## src/rtl/soc_bus_pkg.sv

```systemverilog
// Shared definitions for the SoC bus fabric: FSM states, error read data,
// and the region-index helper used by the address decoder.
package soc_bus_pkg;

  typedef enum logic [1:0] {
    ST_IDLE,
    ST_ACCESS,
    ST_RESP
  } bus_state_t;

  localparam logic [31:0] ERR_RDATA = 32'hDEADBEEF;

  // Region index = top rgn_bits of an adr_w-bit address.
  function automatic int unsigned rgn_of(input logic [63:0] adr,
                                         input int unsigned adr_w,
                                         input int unsigned rgn_bits);
    logic [63:0] mask;
    mask = (64'd1 << rgn_bits) - 64'd1;
    return 32'((adr >> (adr_w - rgn_bits)) & mask);
  endfunction

endpackage

```

## src/rtl/soc_bus_arb.sv

```systemverilog
// Two-request fixed-priority arbiter (req0 wins) with grant lock.
// The lock is taken when the fabric accepts a request and released by the
// fabric in its response cycle.
module soc_bus_arb (
  input  logic clk,
  input  logic n_reset,
  input  logic i_req0,
  input  logic i_req1,
  input  logic i_take,
  input  logic i_release,
  output logic o_pick,
  output logic o_gnt
);

  logic r_lock;
  logic r_gnt;

  // Combinational winner: master 1 only when master 0 is not requesting.
  assign o_pick = ~i_req0;
  assign o_gnt  = r_gnt;

  // Grant register and lock; grant is frozen while locked.
  always_ff @(posedge clk or negedge n_reset) begin
    if (!n_reset) begin
      r_lock <= 1'b0;
      r_gnt  <= 1'b0;
    end else if (i_release) begin
      r_lock <= 1'b0;
    end else if (!r_lock && i_take && (i_req0 || i_req1)) begin
      r_lock <= 1'b1;
      r_gnt  <= ~i_req0;
    end
  end

endmodule

```

## src/rtl/soc_bus_fabric.sv

```systemverilog
// Single-outstanding two-master bus fabric with region decode, per-region
// wait states, m1 write protection and registered read data.
// Optional feature macro: BUS_ERR_EN (error response on unmapped access or
// protected write; otherwise err outputs are tied 0).
module soc_bus_fabric
  import soc_bus_pkg::*;
#(
  parameter int unsigned               ADR_W       = 18,
  parameter int unsigned               RGN_BITS    = 2,
  parameter int unsigned               N_SLAVES    = 3,
  parameter logic [N_SLAVES*4-1:0]     WAIT_STATES = {N_SLAVES{4'd1}},
  parameter logic [N_SLAVES-1:0]       M1_WP_MASK  = N_SLAVES'(4)
) (
  input  logic                         clk,
  input  logic                         n_reset,
  input  logic                         m0_valid,
  input  logic [ADR_W-1:0]             m0_adr,
  input  logic [31:0]                  m0_wdata,
  input  logic [3:0]                   m0_wstrb,
  output logic                         m0_rdy,
  output logic [31:0]                  m0_rdata,
  output logic                         m0_err,
  input  logic                         m1_valid,
  input  logic [ADR_W-1:0]             m1_adr,
  input  logic [31:0]                  m1_wdata,
  input  logic [3:0]                   m1_wstrb,
  output logic                         m1_rdy,
  output logic [31:0]                  m1_rdata,
  output logic                         m1_err,
  output logic [N_SLAVES-1:0]          s_sel,
  output logic [ADR_W-RGN_BITS-1:0]    s_adr,
  output logic [31:0]                  s_wdata,
  output logic [3:0]                   s_wstrb,
  input  logic [N_SLAVES*32-1:0]       s_rdata
);

  bus_state_t                r_state, w_state_nxt;
  logic [RGN_BITS-1:0]       r_rgn;
  logic [3:0]                r_cnt;
  logic [ADR_W-RGN_BITS-1:0] r_adr;
  logic [31:0]               r_wdata;
  logic [3:0]                r_wstrb;
  logic [31:0]               r_rdata;

  logic                      w_pick, w_gnt, w_any;
  logic [ADR_W-1:0]          w_adr;
  logic [31:0]               w_wdata;
  logic [3:0]                w_wstrb;
  logic [31:0]               w_rgn_i;
  logic                      w_mapped, w_wp, w_prot;
  logic [3:0]                w_wait;
  logic [N_SLAVES-1:0]       w_sel;
  logic [31:0]               w_rd;

  soc_bus_arb u_arb (
    .clk       (clk),
    .n_reset   (n_reset),
    .i_req0    (m0_valid),
    .i_req1    (m1_valid),
    .i_take    (r_state == ST_IDLE),
    .i_release (r_state == ST_RESP),
    .o_pick    (w_pick),
    .o_gnt     (w_gnt)
  );

  assign w_any   = m0_valid | m1_valid;
  assign w_adr   = w_pick ? m1_adr   : m0_adr;
  assign w_wdata = w_pick ? m1_wdata : m0_wdata;
  assign w_wstrb = w_pick ? m1_wstrb : m0_wstrb;

  // Decode the winning request: region, wait count, write protection.
  always_comb begin
    w_rgn_i  = rgn_of(64'(w_adr), ADR_W, RGN_BITS);
    w_mapped = (w_rgn_i < N_SLAVES);
    w_wait   = '0;
    w_wp     = 1'b0;
    for (int unsigned i = 0; i < N_SLAVES; i++) begin
      if (w_rgn_i == i) begin
        w_wait = WAIT_STATES[i*4 +: 4];
        w_wp   = M1_WP_MASK[i];
      end
    end
    w_prot = w_pick && w_wp && (w_wstrb != 4'h0);
  end

  // Slave select and read-data mux for the latched region (0 if unmapped).
  always_comb begin
    w_sel = '0;
    w_rd  = '0;
    for (int unsigned i = 0; i < N_SLAVES; i++) begin
      if (32'(r_rgn) == i) begin
        w_sel[i] = (r_state == ST_ACCESS);
        w_rd     = s_rdata[i*32 +: 32];
      end
    end
  end

  // Next-state logic: IDLE -> ACCESS -> RESP -> IDLE.
  always_comb begin
    w_state_nxt = r_state;
    case (r_state)
      ST_IDLE:   if (w_any) w_state_nxt = ST_ACCESS;
      ST_ACCESS: if (r_cnt == 4'd0) w_state_nxt = ST_RESP;
      ST_RESP:   w_state_nxt = ST_IDLE;
      default:   w_state_nxt = ST_IDLE;
    endcase
  end

  // State register.
  always_ff @(posedge clk or negedge n_reset) begin
    if (!n_reset) r_state <= ST_IDLE;
    else          r_state <= w_state_nxt;
  end

`ifdef BUS_ERR_EN
  logic r_err;

  // Error flag latched with the request; reported with rdy.
  always_ff @(posedge clk or negedge n_reset) begin
    if (!n_reset)                        r_err <= 1'b0;
    else if (r_state == ST_IDLE && w_any) r_err <= ~w_mapped | w_prot;
  end

  assign m0_err = m0_rdy & r_err;
  assign m1_err = m1_rdy & r_err;
`else
  assign m0_err = 1'b0;
  assign m1_err = 1'b0;
`endif

  // Request latch, wait counter and read-data capture.
  always_ff @(posedge clk or negedge n_reset) begin
    if (!n_reset) begin
      r_rgn   <= '0;
      r_cnt   <= '0;
      r_adr   <= '0;
      r_wdata <= '0;
      r_wstrb <= '0;
      r_rdata <= '0;
    end else if (r_state == ST_IDLE && w_any) begin
      r_rgn   <= RGN_BITS'(w_rgn_i);
      r_cnt   <= w_wait;
      r_adr   <= w_adr[ADR_W-RGN_BITS-1:0];
      r_wdata <= w_wdata;
      r_wstrb <= w_prot ? 4'h0 : w_wstrb;
    end else if (r_state == ST_ACCESS) begin
      if (r_cnt != 4'd0) begin
        r_cnt <= r_cnt - 4'd1;
      end else begin
`ifdef BUS_ERR_EN
        if (r_err)                 r_rdata <= ERR_RDATA;
        else if (r_wstrb == 4'h0)  r_rdata <= w_rd;
`else
        if (r_wstrb == 4'h0)       r_rdata <= w_rd;
`endif
      end
    end
  end

  assign m0_rdy   = (r_state == ST_RESP) && !w_gnt;
  assign m1_rdy   = (r_state == ST_RESP) &&  w_gnt;
  assign m0_rdata = r_rdata;
  assign m1_rdata = r_rdata;
  assign s_sel    = w_sel;
  assign s_adr    = r_adr;
  assign s_wdata  = r_wdata;
  assign s_wstrb  = r_wstrb;

endmodule

```

## config.mk

```make
export PLATFORM = sky130hd
export DESIGN_NAME = soc_bus_fabric
export DESIGN_NICKNAME = d
export VERILOG_FILES = /design/src/rtl/soc_bus_pkg.sv /design/src/rtl/soc_bus_arb.sv /design/src/rtl/soc_bus_fabric.sv
export SDC_FILE = /design/constraint.sdc
export NUM_CORES = 1
export LEC_CHECK = 0
export BUFFER_PORTS_ARGS = -buffer_cell sky130_fd_sc_hd__buf_4
export CORE_AREA = 2 2 128 130
export DETAILED_ROUTE_END_ITERATION = 10
export DIE_AREA = 0 0 130 132
export GPL_TIMING_DRIVEN = 0
export PLACE_DENSITY = 0.7
export SLEW_MARGIN = 5
export SYNTH_ARGS = -nofsm -noshare
export SYNTH_HDL_FRONTEND = slang
export SYNTH_HIERARCHICAL = 1
export SYNTH_SLANG_ARGS = --single-unit
export TNS_END_PERCENT = 5
```

## constraint.sdc

```tcl
create_clock -name clk -period 1.88 [get_ports clk]
set_input_delay 0.188 -clock clk [delete_from_list [all_inputs] [get_ports clk]]
set_output_delay 0.188 -clock clk [all_outputs]
set_load 0.01 [all_outputs]
```

; After elaboration in Yosys (flattened, before gate mapping)
; Cells that the tools add are included.
[totals]
ff_bits = 94
out_inout_bits = 123
wordCells = 69
[classes]
add_sub_neg = 1
n_eq_ne = 8
n_mux = 22
bitwise_logic = 5
reduce_logical = 24
[op_table]
columns = op, n
row1 = 32-bit 2-to-1 mux, 4
row2 = 32-bit zero test, 1
row3 = 4-bit 2-to-1 mux, 5
row4 = 18-bit 2-to-1 mux, 1
row5 = 1-bit 2-to-1 mux, 9
row6 = 4-bit zero test, 2
row7 = 4-bit nonzero test, 2
row8 = 1-bit logical AND, 7
row9 = "2-bit by 1-bit equality test with 1-bit output, second input constant", 3
row10 = "2-bit equality test, second input constant", 3
row11 = 2-bit AND reduction, 3
row12 = 2-bit nonzero test, 3
row13 = 2-bit zero test, 2
row14 = 2-bit 2-to-1 mux, 2
row15 = 1-bit NOT, 4
row16 = 2-bit one-hot mux with 2 select lines, 1
row17 = 4-bit AND reduction, 1
row18 = "4-bit by 1-bit subtractor with 4-bit output, second input constant", 1
row19 = 1-bit zero test, 2
row20 = "2-bit by 1-bit inequality test with 1-bit output, second input constant", 1
row21 = "2-bit inequality test, second input constant", 1
row22 = 1-bit logical OR, 1
row23 = 1-bit OR, 1

; Longest topological paths before layout
; Gate-level depths: netlist of run 1.
[logic_depth]
word_depth = 6
mapped_depth = 6
ltp_nobuf = 5

; Modules after synthesis
; The synthesis of run 1 kept the hierarchy.
[by_module_without_submodules]
columns = module, n_inst, cells_each, area_each_um2, seq_area_each_um2
row1 = soc_bus_fabric, 1, 465, 5173.7, 2302.2
row2 = soc_bus_arb, 1, 9, 95.1, 50.0

; Worst setup path after synthesis of run 1
; Ideal clock, no wire load.
[synth_timing]
path_kind = reg2reg
start = register r_cnt[0]
end = register r_rdata[10] (netlist: m0_rdata[10])
setup_time_ns = 0.125
t_arrival_ns = 1.511
required_ns = 1.755
setup_slack_ns = 0.244
path_stages_with_launch = 7
path_buffers = 1
cell_sequence = dfrtp_1 > inv_1 > ha_1 > nor3b_2 > nand4b_2 > buf_6 > mux2_4
[synth_between]
elab_chain_cells = 3
[synth_rtl]
columns = item, line_no
row1 = start: declaration, soc_bus_fabric.sv:39  ; logic [3:0] r_cnt;
row2 = start signal: assignment, soc_bus_fabric.sv:142  ; r_cnt <= w_wait;
row3 = start signal: assignment, soc_bus_fabric.sv:148  ; r_cnt <= r_cnt - 4'd1;
row4 = 4-bit nonzero test, soc_bus_fabric.sv:147  ; if (r_cnt != 4'd0) begin
row5 = 1-bit NOT (no line), --
row6 = 4-bit AND reduction (no line), --
row7 = end signal: assignment, soc_bus_fabric.sv:154  ; if (r_wstrb == 4'h0) r_rdata <= w_rd;
row8 = end: declaration, soc_bus_fabric.sv:43  ; logic [31:0] r_rdata;
; No other way between the ends.
; A chain may end at the register's enable or synchronous reset.

; Final worst setup path of run 1
[layout_timing]
start = register r_cnt[0]
end = register r_rdata[17] (netlist: m0_rdata[17])
; Same word-level chain as after synthesis.

==> results of run 1 <==
-- what timing repair did --
action,CTS,global route
gates resized for setup,2,4
endpoints found under the setup margin,31,33
setup buffers,0,1
pin swaps,0,1
-- layout make-up --
| class | instances | area, um^2 |
|---|---|---|
| fillers | 1490 | 7350 |
| repair buffers | 329 | 2470 |
| multi-input cells | 303 | 2460 |
| flip-flops and latches | 94 | 2350 |
| plain buffers | 72 | 458 |
| well taps | 216 | 270 |
| clock buffers | 9 | 225 |
| clock inverters | 7 | 105 |
| inverters | 5 | 18.8 |
-- worst max-delay path by stage --
stage | to | slack [ps] | depth (start not counted)
floorplan | m0_rdata[10] | 240 | 6
finish | m0_rdata[17] | 60 | 6
global route | m0_rdata[17] | -50 | 6
global placement | m0_rdata[18] | -50 | 6
detailed placement | m0_rdata[17] | -80 | 6
CTS | s_sel[1] | 10 | 4
-- per-stage QoR --
step           cells  power (mW)  setup slack [ps]  setup TNS, ps
2_1_floorplan    475        7.36               244              0
3_3_place_gp    1019        10.5             -47.1          -1210
3_5_place_dp    1019        10.7             -81.5          -2160
4_1_cts         1034        12.7              10.5              0
5_1_grt         1035        13.5             -45.0           -992
6_report        1035        12.6              55.2              0
-- metal layers --
layer | global-route usage [%] | vias up
li1 | - | 2375
met1 | 23.0 | 2308
met2 | 34.3 | 220
met3 | 5.56 | 19
met4 | 5.44 | 0
met5 | 0 | -
-- cells in the mapped netlist (2+ instances only) --
| library cell | count | area share (%) |
|---|---|---|
| a31oi_1 | 5 | 0.59 |
| and2_1 | 2 | 0.24 |
| buf_1 | 3 | 0.21 |
| buf_2 | 17 | 1.6 |
| buf_4 | 34 | 4.8 |
| buf_6 | 4 | 0.85 |
| clkbuf_1 | 12 | 0.85 |
| clkbuf_2 | 3 | 0.28 |
| dfrtp_1 | 94 | 45 |
| inv_1 | 5 | 0.36 |
| mux2_2 | 2 | 0.43 |
| mux2_4 | 30 | 8.5 |
| mux2i_1 | 84 | 16 |
| nand2_1 | 3 | 0.21 |
| nand3_1 | 3 | 0.28 |
| nor2_1 | 2 | 0.14 |
| nor2b_1 | 8 | 0.95 |
| nor3_1 | 2 | 0.19 |
| o21ai_0 | 110 | 10 |
| o21ai_1 | 4 | 0.38 |
| o2bb2ai_1 | 32 | 5.3 |
-- kinds of logic after synthesis --
kind of cell | after synthesis
AOI/OAI and AO/OA | 154
muxes | 116
DFF | 94
buffers and inverters | 78
and+or+nand+nor | 30
adders and majority gates | 1
other | 1
-- critical path: cells and delay by family, from the launching register on --
kind                     cells  cell delay [ps]
multiplexers                 1              310
buffers and inverters        2              310
adder cells (fa/ha/maj)      1              190
AND/OR/NAND/NOR              2              470
flip-flops                   1              410
-- sequential cells by signal, summed over array words and instances (netlist names) --
name,flops
u_arb/o_gnt,1
u_arb/r_lock,1
r_rgn,2
r_state,2
r_cnt,4
s_wdata,32
s_adr,16
m0_rdata,32
s_wstrb,4
-- power groups by stage --
stage | clock [mW] | sequential, mW | combinational (mW)
after detailed placement | 0 | 3.75 | 6.90
after CTS | 2.09 | 3.74 | 6.92
after floorplan | 0 | 4.02 | 3.34
final | 2.04 | 3.74 | 6.85
after global placement | 0 | 3.72 | 6.82
after global routing | 2.17 | 3.87 | 7.49
==> impl_summary.txt, run 1 <==
----------------------------------------------------
[Outcome]
  Outcome ... finished with violations
  Failing checks ... hold timing

[Yosys]
  Number of register bits inferred by synthesis ... 94
  Number of distinct standard cells referenced by the synthesized netlist ... 36
  Share of synthesized area occupied by flip-flops and latches ... 44.6%
  Post-synth top flop ... dfrtp_1
  Share of synthesized cell area in full adder, half adder and majority cells ... less than 1%
  Netlist Area Pre-Place ... roughly 5300 um^2
  Number of enable flip-flop cells after synthesis ... 0
  Fraction of the mapped netlist area in compound gates ... ~17%
  Simple-gate share of the synthesized area ... just under 4%
  Fraction of synthesized area in multiplexers ... roughly a quarter
  Synthesized-area fraction occupied by xor and xnor cells ... 0%
  Main combinational cell family by area after synthesis ... multiplexers
  Mean instance size in the synthesized netlist ... between 10 and 15 um^2
  Total number of yosys warnings ... 6
  Cells after Synth ... 474
  Fraction of registers with async set/reset ... 100%

[Die]
  Starting density of the core ... about a third
  Die Height ... around 130 um
  Number of top-level pins ... around 330
  DIE WIDTH ... approximately 130 um
  Standard-cell rows ... 46
  Area of the core ... between 15000 and 20000 um^2
  Die Footprint ... between 15000 and 20000 um^2

[Cells and area]
  Commonest non-fill, non-tap cell in the layout ... buf_4
  Diodes inserted ... 0
  Fraction of the core area covered by cells at the end of the flow ... a little over half
  Fraction of layout cells with a size suffix above 1 ... ~54%
  Most frequent cells in the layout ... 363 x buf_4, 110 x o21ai_0, 94 x dfrtp_1
  Finished layout cell area ... approximately 8400 um^2
  Number of nets at the end of the flow ... between 1000 and 1500
  Syn-to-layout area delta ... 58.7%

[STA]
  Number of pins with negative max-slew slack in the final report ... 0
  Final hold violation count ... 84
  Layout Skew ... between 10 and 15 ps
  Max transition margin ... between 40% and 50%
  Setup repair after global routing missed its margin ... yes
  Shortest clock period the worst path allows after layout ... 1820 ps
  Highest clock frequency the design can meet ... 548 MHz
  Final Hold Slack ... -72.6 ps
  Number of endpoints failing setup at the final stage ... 0
  Share of the cycle needed by the critical path after routing ... just under 100%
  Tightest Pin Transition ... about 900 ps

[Worst setup path]
  Kind of end point of the critical path ... flop
  Setup slack of the most critical reg-to-reg path ... ~55 ps
  Start-to-end type of the worst setup path ... reg2reg
  Startpoint type of the worst setup path ... flop
  Crit-path max cell delay ... 410 ps
  Critical path origin ... r_cnt[0]
  Count of cells along the worst register-to-register path ... 6
  CP Data Required Time ... 2100 ps
  CP max-delay cell ... dfrtp_1
  Largest fanout on the critical path ... 10
  Source of the worst register-to-register timing path ... r_cnt[0]
  Worst-path cell chain ... inv_1, ha_1, nor3b_4, nand4b_4, buf_6, mux2_4
  Critical R2R Capture ... m0_rdata[17]
  Endpoint arrival time on the critical path ... between 2000 and 2500 ps

[Drt]
  Total DRC errors in the routed layout ... 0
  Routed wire length ... 17100 um
  Met3 WL post-DR ... ~1500 um
  Wire length on met2 ... about 8700 um
  Number of detailed-route iterations in the first pass ... 4
  Wire length the detailed router placed on met1 ... 6620 um
  Top layer reached by signal wires ... met4
  Routed Antenna Nets ... 0
  Average detailed-routed wire length per instance ... around 17 um
  Average via count per standard cell ... 4.76
  DR iter-0 viols ... around 190
  Via count ... 4922

[Global routing]
  Antenna violations before repair ... 0
  First-pass GRT wire length ... 26300 um
  Maximum number of pins on one net before global-route repair ... 95
  Vias in the first global route ... 5059
  Total global routing track utilization ... about 20%
  Final global-route overflow total ... 0

[Clock tree]
  Post-CTS clock slew at the launch and capture registers of the worst setup and hold paths ... 80 ps
  Total of hold buffers inserted after clock tree synthesis ... 0
  Depth of the CTS H-tree ... 3
  Buffer levels on the longest clock path ... 2
  CTS root buffer ... clkbuf_16
  Number of CTS-inserted buffers ... 9
  Clock network latency to the later pin of the worst-skew pair ... 350 ps
  Number of sinks handled by clock tree synthesis ... 94
  CTS tree ... built

[Place]
  Number of buffers added on ports ... 328
  Estimated wirelength of the detail-placed design ... around 13000 um
  Placed cell area ... 8010 um^2
  Weighted congestion at the end of routability-driven global placement ... just under 0.8

[Hold path]
  Min-delay worst type ... in2async

[Power and ir drop]
  Switching power summed over all nets ... roughly 4.7 mW
  Power density relative to cell area ... 1510 nW/um^2
  Share of power burned in the clock network ... between 10% and 20%
  IR drop worst, VDD ... approximately 580 uV
  Internal Power ... ~8 mW
  Comb power frac ... between 50% and 60%
  Reported leakage power ... roughly 4.3 nW
  Fraction of power spent switching nets ... ~37%
  Relative contribution of sequential cells to total power ... 29.6%

[Run]
  Number of maximum-capacitance violations ... 0

----------------------------------------------------
Power figures use the tool's default switching activity.
==> run 2: changes to the inputs <==
PLACE_DENSITY = 0.68   (was 0.7)
==> run 2 against run 1 <==
Against the previous run:
- the run now ends clean
- critical path type unchanged
- largest cell class unchanged
- total power grew 1.0%
- final area rose by 0.31%
- sequential power about the same
- register-to-register slack improved by 40 ps
- via count barely moved
- highest routed layer unchanged
- sequential share of layout area decreased by 0.088 points
- non-clock buffer count grew 1
- maximum frequency grew 2.2%
- critical endpoint is now m0_rdata[27]
==> impl_summary.txt, run 2 (synthesis results as in run 1) <==
----------------------------------------------------
[Outcome]
  Outcome ... finished clean

[Global routing]
  Final global-route overflow total ... 0
  Vias in the first global route ... roughly 5100
  First-pass GRT wire length ... 26900 um
  Total global routing track utilization ... approximately 20%
  Antenna violations before repair ... 0
  Maximum number of pins on one net before global-route repair ... 95

[Worst setup path]
  Largest fanout on the critical path ... 10
  Source of the worst register-to-register timing path ... r_cnt[0]
  Critical path origin ... r_cnt[0]
  Worst-path cell chain ... inv_1, ha_1, nor3b_4, nand4b_4, buf_6, mux2_4
  Start-to-end type of the worst setup path ... reg2reg
  CP max-delay cell ... dfrtp_1
  Endpoint arrival time on the critical path ... between 2000 and 2500 ps
  Startpoint type of the worst setup path ... flop
  Kind of end point of the critical path ... flop
  CP Data Required Time ... ~2100 ps
  Crit-path max cell delay ... 400 ps

[Drt]
  Total DRC errors in the routed layout ... 0
  Average detailed-routed wire length per instance ... approximately 17 um
  Number of detailed-route iterations in the first pass ... 4
  DR iter-0 viols ... ~140
  Routed wire length ... approximately 17000 um
  Routed Antenna Nets ... 0
  Average via count per standard cell ... 4.75
  Via count ... 4926

[Clock tree]
  Number of CTS-inserted buffers ... 9
  CTS tree ... built
  Buffer levels on the longest clock path ... 2
  Number of sinks handled by clock tree synthesis ... 94
  Depth of the CTS H-tree ... 3
  Post-CTS clock slew at the launch and capture registers of the worst setup and hold paths ... about 70 ps
  CTS root buffer ... clkbuf_16
  Clock network latency to the later pin of the worst-skew pair ... 340 ps

[Die]
  Die Footprint ... roughly 17000 um^2
  Die Height ... 132 um
  Starting density of the core ... about a third
  DIE WIDTH ... 130 um
  Number of top-level pins ... between 300 and 400
  Standard-cell rows ... 46
  Area of the core ... around 16000 um^2

[Hold path]
  Min-delay worst type ... in2reg
  Source of the worst hold timing path ... m0_wdata[25]

[Place]
  Weighted congestion at the end of routability-driven global placement ... between 0.7 and 0.8
  Number of buffers added on ports ... 328
  Estimated wirelength of the detail-placed design ... about 14000 um
  Total instance count after detailed placement ... around 1000

[STA]
  Layout Skew ... around 5.0 ps
  Setup repair after global routing missed its margin ... yes
  Number of pins with negative max-slew slack in the final report ... 0
  Tightest Pin Transition ... 892 ps
  Number of endpoints failing setup at the final stage ... 0
  Max transition margin ... 40.5%
  Highest clock frequency the design can meet ... roughly 560 MHz
  Share of the cycle needed by the critical path after routing ... 95.0%
  Shortest clock period the worst path allows after layout ... between 1500 and 2000 ps
  Final hold violation count ... 0

[Power and ir drop]
  Share of power burned in the clock network ... between 15 and 20%
  Power density relative to cell area ... roughly 1500 nW/um^2
  Fraction of power spent switching nets ... 36.5%
  Comb power frac ... a little over half
  Switching power summed over all nets ... approximately 4.7 mW
  Overall power consumption ... between 10 and 15 mW
  IR drop worst, VDD ... 579 uV
  Relative contribution of sequential cells to total power ... 29.3%
  Reported leakage power ... about 4.3 nW
  Internal Power ... slightly above 8 mW

[Cells and area]
  Most frequent cells in the layout ... 363 x buf_4, 110 x o21ai_0, 94 x dfrtp_1
  Commonest non-fill, non-tap cell in the layout ... buf_4
  Syn-to-layout area delta ... 59.2%
  Non-filler instance count after layout ... around 1000
  Fraction of layout cells with a size suffix above 1 ... a little over half
  Diodes inserted ... 0
  Number of nets at the end of the flow ... 1024
  Fraction of the core area covered by cells at the end of the flow ... between 50 and 60%

[Run]
  Number of maximum-capacitance violations ... 0

----------------------------------------------------
[run 2: worst max-delay path, delay by kind of cell (launching register included)]
family	cells	cell delay [ps]
flip-flops	1	400
adder cells (fa/ha/maj)	1	190
buffers and inverters	2	300
multiplexers	1	300
AND/OR/NAND/NOR	2	470
[run 2: final timing paths]
path	endpoint	slack [ps]	cells after the start
min in group asynchronous	m0_rdata[5]	480	2
max	m0_rdata[27]	90	6
max in group asynchronous	r_rgn[0]	760	2
min	s_wdata[25]	110	3
min reg2reg	s_adr[2]	510	2
max reg2reg	m0_rdata[27]	90	6
[run 2: through the flow]
stage	worst slack (ps)	hold slack, ps	instance area, um^2	setup TNS, ps
6_report	93.8	111	8390	0
5_1_grt	-63.0	124	8390	-1480
4_1_cts	5.56	101	8360	0
3_5_place_dp	-89.0	484	8010	-2450
3_3_place_gp	-35.2	464	8010	-833
2_1_floorplan	244	-108	5270	0
[run 2: area by class of cell]
class	instances	area, um^2
Fill cell	1509	7320
Timing Repair Buffer	330	2480
Multi-Input combinational cell	303	2460
Sequential cell	94	2350
Buffer	72	460
Tap cell	216	270
Clock buffer	10	229
Clock inverter	6	115
Inverter	5	18.8
[run 2: layer usage]
layer  share of wire [%]  vias to the layer above  global-route usage, %
met5                   0                        -                      0
met4                 3.0                        0                   8.66
met3                 8.2                       33                   5.11
met2                  49                      227                   34.9
met1                  39                     2285                   23.4
li1                    -                     2381                      -
[run 2: power by group through the flow]
stage	clock network [mW]	logic (mW)	registers [mW]
after floorplan	0	3.34	4.02
after global placement	0	6.85	3.71
after detailed placement	0	6.93	3.75
after CTS	2.19	6.97	3.75
after global routing	2.27	7.51	3.88
final	2.13	6.89	3.74
[run 2: timing repair]
action	CTS	global route
endpoints found under the hold margin	0	4
resized for setup	4	2
buffers inserted	0	1
endpoints found under the setup margin	33	31
cloned	0	0
hold buffers	0	1
==> run 3: changes to the inputs <==
CORE_AREA = 2 2 130 132   (was 2 2 128 130)
DIE_AREA = 0 0 132 134   (was 0 0 130 132)
PLACE_DENSITY = 0.69   (was 0.68)
clock period = 1.5 ns   (was 1.88 ns; I/O delays follow)
==> run 3 against run 2 <==
Against the previous run:
- the run now ends with setup timing left
- worst setup slack lost 400 ps
- non-clock buffer count rose by 9
- maximum frequency shrank 1.2%
- register-to-register slack got worse by 400 ps
- count of clock-buffer cells in the layout is 1 lower
- via count increased by 0.43%
- core utilization fell by 0.65 points
- clock power rose by 13%
- first-iteration DRC count grew 4.2%
- sequential cell count did not move
- critical endpoint is now m0_rdata[6]
- highest routed layer unchanged
==> impl_summary.txt, run 3 (synthesis results as in run 1) <==
----------------------------------------------------
[Die]
  Number of top-level pins ... approximately 330
  Area of the core ... 16300 um^2
  DIE WIDTH ... 132 um
  Die Height ... approximately 130 um
  Standard-cell rows ... 47
  Die Footprint ... between 15000 and 20000 um^2
  Starting density of the core ... approximately a third

[Worst setup path]
  Cell family with the largest share of critical-path delay ... simple AND/OR/NAND/NOR gates
  Crit-path max cell delay ... 440 ps
  Endpoint arrival time on the critical path ... between 2000 and 2500 ps
  CP Data Required Time ... roughly 1700 ps
  Largest fanout on the critical path ... 5
  CP max-delay cell ... nor4_2
  Critical path buffers and inverters ... 1
  Kind of end point of the critical path ... flop
  Start-to-end type of the worst setup path ... reg2reg
  Startpoint type of the worst setup path ... flop
  Worst-path cell chain ... nor4_2, nand4b_4, clkbuf_16, mux2_4

[STA]
  Share of the cycle needed by the critical path after routing ... 121%
  Layout Skew ... about 7.8 ps
  Setup repair after global routing missed its margin ... yes
  Highest clock frequency the design can meet ... ~550 MHz
  Setup slack after layout ... -308 ps
  Number of pins with negative max-slew slack in the final report ... 0
  Number of endpoints failing setup at the final stage ... 33
  Shortest clock period the worst path allows after layout ... 1810 ps
  Final total negative setup slack ... -9510 ps
  Final Hold Slack ... about 71 ps
  Max transition margin ... between 30% and 40%
  Tightest Pin Transition ... between 900 and 1000 ps
  Final hold violation count ... 0

[Cells and area]
  Commonest non-fill, non-tap cell in the layout ... buf_4
  Area of the multi-input gates ... approximately 2500 um^2
  Finished layout cell area ... around 8600 um^2
  Number of nets at the end of the flow ... between 1000 and 1500
  Fraction of layout cells with a size suffix above 1 ... 56.0%
  Number of fill cells ... 1510
  Storage cell area ... about 2400 um^2
  Diodes inserted ... 0
  Syn-to-layout area delta ... 63.1%
  Most frequent cells in the layout ... 370 x buf_4, 94 x dfrtp_1, 84 x mux2i_1

[Drt]
  Via count ... 4947
  Routed wire length ... approximately 17000 um
  Number of detailed-route iterations in the first pass ... 4
  Total DRC errors in the routed layout ... 0
  Routed Antenna Nets ... 0
  DR iter-0 viols ... around 150
  Average detailed-routed wire length per instance ... 16.6 um
  Average via count per standard cell ... approximately 4.7

[Clock tree]
  Number of CTS-inserted buffers ... 9
  Clock network latency to the later pin of the worst-skew pair ... between 300 and 400 ps
  CTS tree ... built
  CTS root buffer ... clkbuf_16
  Buffer levels on the longest clock path ... 2
  Depth of the CTS H-tree ... 3
  Number of sinks handled by clock tree synthesis ... 94
  Post-CTS clock slew at the launch and capture registers of the worst setup and hold paths ... around 70 ps

[Outcome]
  Failing checks ... setup timing
  Outcome ... finished with violations

[Global routing]
  Final global-route overflow total ... 0
  Antenna violations before repair ... 0
  Maximum number of pins on one net before global-route repair ... 95
  First-pass GRT wire length ... ~27000 um
  Vias in the first global route ... a little under 5000
  Total global routing track utilization ... a little under a fifth

[Power and ir drop]
  IR drop worst, VDD ... 737 uV
  Reported leakage power ... between 4 and 5 nW
  Power density relative to cell area ... approximately 1900 nW/um^2
  Overall power consumption ... about 16 mW

[Place]
  Estimated wirelength of the detail-placed design ... between 10000 and 15000 um
  Number of buffers added on ports ... about 330
  Placed cell area ... roughly 8000 um^2
  Weighted congestion at the end of routability-driven global placement ... 0.773

[Run]
  Number of maximum-capacitance violations ... 0

[Hold path]
  Min-delay worst type ... in2reg

----------------------------------------------------
## run 3: per-layer routing
layer | vias to the layer above | routed length (um) | GRT usage, %
li1 | 2401 | - | -
met3 | 16 | 1320 | 4.76
met4 | 0 | 284 | 6.16
met5 | - | 0 | 0
met2 | 209 | 8790 | 34.1
met1 | 2321 | 7010 | 22.7
## run 3: worst paths after layout
| check | startpoint | end | slack [ps] | cells after the start |
|---|---|---|---|---|
| worst min register to register | s_adr[4] | s_adr[4] | 500 | 2 |
| worst min-delay path | m0_wdata[17] | s_wdata[17] | 70 | 3 |
| max in group asynchronous | n_reset | m0_rdata[6] | 380 | 2 |
| min in group asynchronous | n_reset | m0_rdata[15] | 450 | 2 |
| worst max register to register | s_wstrb[1] | m0_rdata[6] | -310 | 4 |
| worst max-delay path | s_wstrb[1] | m0_rdata[6] | -310 | 4 |
## run 3: what timing repair did
action	in CTS	in global routing
hold buffers	0	1
buffers inserted	7	1
endpoints found under the hold margin	0	52
gates cloned	0	1
resized for setup	37	43
pin swaps	2	2
endpoints found under the setup margin	79	86
## run 3: power breakdown
part,leakage (nW),internal [mW],total (mW),switching (mW)
clock,0.146,1.32,2.40,1.08
combinational,3.08,5.18,9.22,4.03
sequential,1.14,3.78,4.68,0.897
total,4.37,10.3,16.3,6.01
## run 3: metrics by stage
stage                     cells  util (%)  setup slack [ps]
after CTS                  1046      52.1              -268
after global placement     1023      49.3              -280
final                      1049      52.7              -308
after floorplan             475         -             -96.7
after detailed placement   1023      49.3              -321
after global routing       1049      52.7              -357
## run 3: final cells by class
type | count | share of cell area (%)
inverter | 5 | 0.218
clock buffer | 9 | 2.62
timing repair buffer | 338 | 29.9
multi-input combinational | 303 | 29.2
buffer | 73 | 6.63
sequential | 94 | 27.4
tap | 220 | 3.20
clock inverter | 7 | 0.947
## run 3: tightest hold or removal path: stages
cell	delay, ps
buf_4	70
mux2i_1	50
o21ai_1	100
